File: src/rtl/mdu_pkg.sv
// Shared definitions for the HI/LO multiply/divide unit: op codes, FSM encoding, counter width.
package mdu_pkg;

  localparam int unsigned MDU_WIDTH = 32;
  localparam int unsigned CNT_W     = $clog2(MDU_WIDTH);

  localparam logic MDU_OP_MULTU = 1'b0;
  localparam logic MDU_OP_DIVU  = 1'b1;

  typedef enum logic [1:0] {
    MDU_IDLE = 2'd0,
    MDU_RUN  = 2'd1,
    MDU_DONE = 2'd2
  } mdu_state_e;

endpackage

File: src/rtl/mdu_step.sv
// One radix-2 iteration: shift-add multiply step or restoring divide step.
module mdu_step
  import mdu_pkg::*;
#(
  parameter int unsigned WIDTH = 32
) (
  input  logic               op,
  input  logic [2*WIDTH-1:0] acc,
  input  logic [WIDTH-1:0]   operand,
  output logic [2*WIDTH-1:0] acc_next,
  output logic               q_bit
);

  logic [WIDTH:0] sum;
  logic [WIDTH:0] shifted;
  logic [WIDTH:0] diff;

  always_comb begin
    sum      = {1'b0, acc[2*WIDTH-1:WIDTH]} + {1'b0, operand};
    shifted  = acc[2*WIDTH-1:WIDTH-1];
    diff     = shifted - {1'b0, operand};
    acc_next = acc;
    q_bit    = 1'b0;
    if (op == MDU_OP_MULTU) begin
      // Carry out of the add lands in the top bit as the accumulator shifts right.
      acc_next = acc[0] ? {sum, acc[WIDTH-1:1]} : {1'b0, acc[2*WIDTH-1:1]};
    end else begin
      // Top half is the partial remainder, bottom half shifts dividend bits out and
      // quotient bits in; the quotient bit itself is merged by the caller.
      q_bit    = ~diff[WIDTH];
      acc_next = {(q_bit ? diff[WIDTH-1:0] : shifted[WIDTH-1:0]), acc[WIDTH-2:0], 1'b0};
    end
  end

endmodule

File: src/rtl/hilo_mdu.sv
// Iterative unsigned multiply/divide unit owning HI/LO; one step per clock, results
// committed to HI/LO only when the last step completes.
module hilo_mdu
  import mdu_pkg::*;
#(
  parameter int unsigned WIDTH = 32
) (
  input  logic             clk,
  input  logic             rst,
  input  logic             start,
  input  logic             op,
  input  logic [WIDTH-1:0] a,
  input  logic [WIDTH-1:0] b,
  input  logic             hi_we,
  input  logic             lo_we,
  input  logic [WIDTH-1:0] wd,
  output logic             busy,
  output logic             done,
  output logic             dz,
  output logic [WIDTH-1:0] hi,
  output logic [WIDTH-1:0] lo
);

  localparam int unsigned CntW = $clog2(WIDTH);

  mdu_state_e         state_q, state_d;
  logic [CntW-1:0]    cnt_q;
  logic [2*WIDTH-1:0] acc_q;
  logic [WIDTH-1:0]   opnd_q;
  logic               op_q;
  logic [WIDTH-1:0]   hi_q, lo_q;
  logic               dz_q;

  logic [2*WIDTH-1:0] step_acc;
  logic               step_q_bit;
  logic [2*WIDTH-1:0] acc_adv;
  logic               cnt_last;
  logic               accept;
  logic               commit;

  mdu_step #(
    .WIDTH (WIDTH)
  ) u_step (
    .op       (op_q),
    .acc      (acc_q),
    .operand  (opnd_q),
    .acc_next (step_acc),
    .q_bit    (step_q_bit)
  );

  assign acc_adv  = {step_acc[2*WIDTH-1:1], (op_q == MDU_OP_DIVU) ? step_q_bit : step_acc[0]};
  assign cnt_last = (cnt_q == CntW'(WIDTH - 1));
  assign accept   = start && (state_q != MDU_RUN);
  assign commit   = (state_q == MDU_RUN) && cnt_last;

  always_comb begin
    state_d = state_q;
    unique case (state_q)
      MDU_IDLE: if (start) state_d = MDU_RUN;
      MDU_RUN:  if (cnt_last) state_d = MDU_DONE;
      MDU_DONE: state_d = start ? MDU_RUN : MDU_IDLE;
      default:  state_d = MDU_IDLE;
    endcase
  end

  always_ff @(posedge clk or negedge rst) begin
    if (!rst) begin
      state_q <= MDU_IDLE;
    end else begin
      state_q <= state_d;
    end
  end

  always_ff @(posedge clk or negedge rst) begin
    if (!rst) begin
      cnt_q  <= '0;
      acc_q  <= '0;
      opnd_q <= '0;
      op_q   <= MDU_OP_MULTU;
    end else if (accept) begin
      op_q   <= op;
      cnt_q  <= '0;
      // Multiply keeps the multiplier in the low half; divide keeps the dividend there.
      acc_q  <= (op == MDU_OP_MULTU) ? {{WIDTH{1'b0}}, b} : {{WIDTH{1'b0}}, a};
      opnd_q <= (op == MDU_OP_MULTU) ? a : b;
    end else if (state_q == MDU_RUN) begin
      acc_q  <= acc_adv;
      cnt_q  <= cnt_q + CntW'(1);
    end
  end

  always_ff @(posedge clk or negedge rst) begin
    if (!rst) begin
      hi_q <= '0;
      lo_q <= '0;
    end else if (commit) begin
      hi_q <= acc_adv[2*WIDTH-1:WIDTH];
      lo_q <= acc_adv[WIDTH-1:0];
    end else if (!busy && !accept) begin
      if (hi_we) hi_q <= wd;
      if (lo_we) lo_q <= wd;
    end
  end

  always_ff @(posedge clk or negedge rst) begin
    if (!rst) begin
      dz_q <= 1'b0;
    end else if (accept) begin
      dz_q <= 1'b0;
    end else if (commit) begin
      dz_q <= (op_q == MDU_OP_DIVU) && (opnd_q == '0);
    end
  end

  assign busy = (state_q == MDU_RUN);
  assign done = (state_q == MDU_DONE);
  assign dz   = dz_q;
  assign hi   = hi_q;
  assign lo   = lo_q;

endmodule

File: config.mk
export PLATFORM = sky130hd
export DESIGN_NAME = hilo_mdu
export DESIGN_NICKNAME = d
export VERILOG_FILES = /design/src/rtl/mdu_pkg.sv /design/src/rtl/mdu_step.sv /design/src/rtl/hilo_mdu.sv
export SDC_FILE = /design/constraint.sdc
export NUM_CORES = 1
export LEC_CHECK = 0
export CELL_PAD_IN_SITES_DETAIL_PLACEMENT = 1
export CELL_PAD_IN_SITES_GLOBAL_PLACEMENT = 1
export CORE_ASPECT_RATIO = 1.25
export CORE_MARGIN = 2
export CORE_UTILIZATION = 46
export DETAILED_ROUTE_END_ITERATION = 12
export GPL_TIMING_DRIVEN = 0
export PLACE_DENSITY = 0.84
export SYNTH_ARGS = -nofsm -noshare
export SYNTH_HDL_FRONTEND = slang
export SYNTH_HIERARCHICAL = 1
export SYNTH_SLANG_ARGS = --single-unit
File: constraint.sdc
create_clock -name clk -period 5.39 [get_ports clk]
set_clock_uncertainty 0.15 [all_clocks]
set_input_delay 0.539 -clock clk [delete_from_list [all_inputs] [get_ports clk]]
set_output_delay 0.539 -clock clk [all_outputs]
set_load 0.1 [all_outputs]
==> impl_metrics.py <==
metrics = {
    "outcome": {
        "status": "completed",
    },
    "worst_setup_path": {
        "path_depth": 15,
        "r2r_slack_ns": 0.82,
        "path_max_fanout": 10,
        "path_buf_inv": 1,
        "required_ns": 5.58,
        "path_delay_family": "compound AO/OA/AOI/OAI gates",
        "crit_path_max_incr_delay_ns": 0.54,
        "reg2reg_to": "hi[9]",
        "cp.arrival_ns": 4.77,
        "startpoint": "opnd_q[0]",
        "crit_slowest_cell": "nor3b_1",
        "start_kind": "flip-flop",
        "endpoint_kind": "flip-flop",
        "reg2reg_depth": 15,
        "critical_path.endpoint": "hi[9]",
        "path_cells": "ha_1 > fa_1 > nand2b_1 > a21o_1 > a211oi_2 > o21ai_2 > a21oi_1 > nor4b_1 > nor3b_1 > nor2_4 > buf_6 > mux2i_1 > a21oi_1 > mux2i_1 > o21ai_0",
        "r2r_start": "opnd_q[0]",
        "timing_worst_setup_path_type": "reg -> reg",
    },
    "timing": {
        "finalHoldViolations": 0,
        "setup_viol": 0,
        "rsz0062_at_grt": "false",
        "tightest_slew_ns": 1.01,
        "max_freq_ghz": 0.219,
        "slew_violations": 0,
        "relSlewSlack_pct": 32.6,
        "layout_setup_ws_ns": 0.816,
        "period_minus_slack_ns": 4.57,
        "final.period_utilization_pct": 84.9,
    },
    "final_layout": {
        "layout_commonest_cell": "nand2_1",
        "area_delta_synth_final_pct": 21.9,
        "fillers": 3180,
        "drive_above_1_share_pct": 7.88,
        "layout.cells.most_common_list": "nand2_1, dfrtp_1, o21ai_0",
        "nets": 1834,
        "stdcell_count": 2022,
    },
    "yosys": {
        "synth_simple_gate_area_share_pct": 14.1,
        "synth_top_family_by_area": "compound AO/OA/AOI/OAI gates",
        "ys_ff_latch": 169,
        "syn-cell-area_um2": 12600,
        "synth_compound_gate_area_share_pct": 21.3,
        "synth_mux_area_share_pct": 15.6,
        "yosysUniqueCellTypes": 69,
        "synth-async-reset-ratio_pct": 100,
        "synth_flop_cell": "dfrtp_1",
        "synthCells": 1476,
        "yosysWarnings": 6,
        "yosys.area_share.adder_pct": 6.86,
        "synth_edf_count": 0,
        "yosysSeqAreaShare_pct": 33.5,
        "synth-xor-area-share_pct": 3.89,
        "syn_area_per_cell_um2": 8.55,
        "syn_nets": 1646,
    },
    "global_route": {
        "grt_pass1_wl_um": 76500,
        "grt_max_degree": 119,
        "grt_pass1_vias": 13500,
        "antenna_found_initial": 1,
        "grt-ovfl-total": 0,
        "track_usage_pct": 33.7,
    },
    "placed_design": {
        "post-place-ws_ns": 0.968,
        "detailed_place_hpwl_um": 37400,
        "port_buffers": 167,
        "gp_congestion": 0.908,
        "dpl.cell_count": 1989,
    },
    "clock_network": {
        "cts_made_buffers": 17,
        "cts_buffer_depth": 2,
        "clock-root-buffer": "clkbuf_16",
        "cts-htree-levels": 4,
        "clkTransAtPathRegs_ns": 0.07,
        "clock-sinks": 169,
        "cts_tree": "done",
        "cts_resized": 0,
        "insertion_delay_ns": 0.44,
    },
    "drt": {
        "drtPass1Iterations": 5,
        "via_per_inst": 6.13,
        "post_drt_wl_per_cell_um": 24.2,
        "num_vias": 12400,
        "postRouteAntennaNets": 0,
        "wirelength_um": 48900,
        "drt_iter0_markers": 793,
        "drc": 0,
    },
    "job": {
        "drv_cap": 0,
    },
    "floorplan": {
        "pin_count": 169,
        "rows": 67,
        "dieArea_um2": 28800,
        "core_um2": 26900,
        "die_h_um": 189,
        "initial_utilization_pct": 46.9,
        "chipWidth_um": 152,
    },
    "worst_hold_path": {
        "hp-class": "reg -> reg",
    },
}
[synthesized netlist by cell type (5+ instances only)]
cell type	n	share of area (%)
buf_2	36	1.4
clkbuf_1	39	1.2
and2_1	5	0.25
o21ai_1	5	0.20
nand3_1	13	0.52
o21a_1	10	0.59
o21ai_0	167	6.6
xnor2_1	34	2.4
xor2_1	22	1.5
buf_4	7	0.42
nand2_1	201	6.0
a211oi_1	30	1.8
a21o_1	30	1.8
ha_1	66	6.5
a21oi_1	151	6.0
nor3_1	8	0.32
nand4_1	10	0.50
and3_1	8	0.40
mux2_2	31	2.8
o211ai_1	10	0.59
nor2b_1	28	1.4
a31oi_1	10	0.50
dfrtp_1	169	34
inv_1	41	1.2
nand2b_1	10	0.50
nor2_1	96	2.9
mux2i_1	158	13
o21bai_1	8	0.48
nor4_1	6	0.30
[worst min path at each step]
stage | slack [ns] | start | cells after the start | end
after floorplan | 0.09 | rst | 0 | acc_q[0]
after global placement | 0.31 | cnt_q[3] | 1 | cnt_q[3]
after detailed placement | 0.32 | rst | 1 | lo[6]
after CTS | 0.34 | lo[4] | 2 | lo[4]
after global routing | 0.36 | lo[25] | 2 | lo[25]
final | 0.33 | lo[4] | 2 | lo[4]
[metal layers]
layer | vias to the layer above | global-route usage, % | wire, um
met2 | 397 | 60.3 | 24400
met1 | 6257 | 41.4 | 20400
met4 | 0 | 11.4 | 1550
met5 | - | 0 | 0
li1 | 5638 | - | -
met3 | 99 | 5.40 | 2530
[sequential cells by signal, summed over array words and instances, names as in the netlist]
register and cells:
acc_q 64, cnt_q 5, dz 1, hi 32, lo 32, op_q 1
opnd_q 32, state_q 2
[timing repair]
action                    CTS  global route
buffers inserted            0             0
hold endpoints to repair   51             0
hold buffers                1             0
[metrics by stage]
step | setup TNS (ns) | hold slack (ns) | cell area [um^2] | utilization [%]
6_report | 0 | 0.331 | 15400 | 57.2
5_1_grt | 0 | 0.363 | 15400 | 57.2
4_1_cts | 0 | 0.336 | 15400 | 57.2
3_5_place_dp | 0 | 0.322 | 14800 | 54.8
3_3_place_gp | -604.15 | 0.310 | 14700 | 54.7
2_1_floorplan | 0 | 0.0934 | 12600 | -
[final cells by class]
type	count	area, um^2	area share (%)
Antenna cell	1	2.50	0.0163
Multi-Input combinational cell	1175	7800	50.7
Timing Repair Buffer	169	1710	11.1
Clock buffer	21	480	3.12
Buffer	89	435	2.83
Inverter	43	161	1.05
Tap cell	345	432	2.80
Clock inverter	10	140	0.910
Sequential cell	169	4230	27.5
[worst reg2reg max path: stages, from the launching register on]
cell      delay (ns)
dfrtp_1         0.45
ha_1            0.25
fa_1            0.43
nand2b_1        0.23
a21o_1          0.23
a211oi_2        0.34
o21ai_2         0.17
a21oi_1         0.19
nor4b_1         0.08
nor3b_1         0.54
nor2_4          0.19
buf_6           0.22
mux2i_1         0.13
a21oi_1         0.44
mux2i_1         0.19
o21ai_0         0.24
[logic make-up after synthesis]
kind of cell	count (synthesis)
buffers and inverters	132
XOR/XNOR	56
AO/OA/AOI/OAI	456
flip-flops	169
adder cells (fa/ha/maj)	68
multiplexers	192
AND/OR/NAND/NOR	403
Power is not shown: default switching activity piles up to over one toggle a cycle in this logic, so the estimate is an artifact.
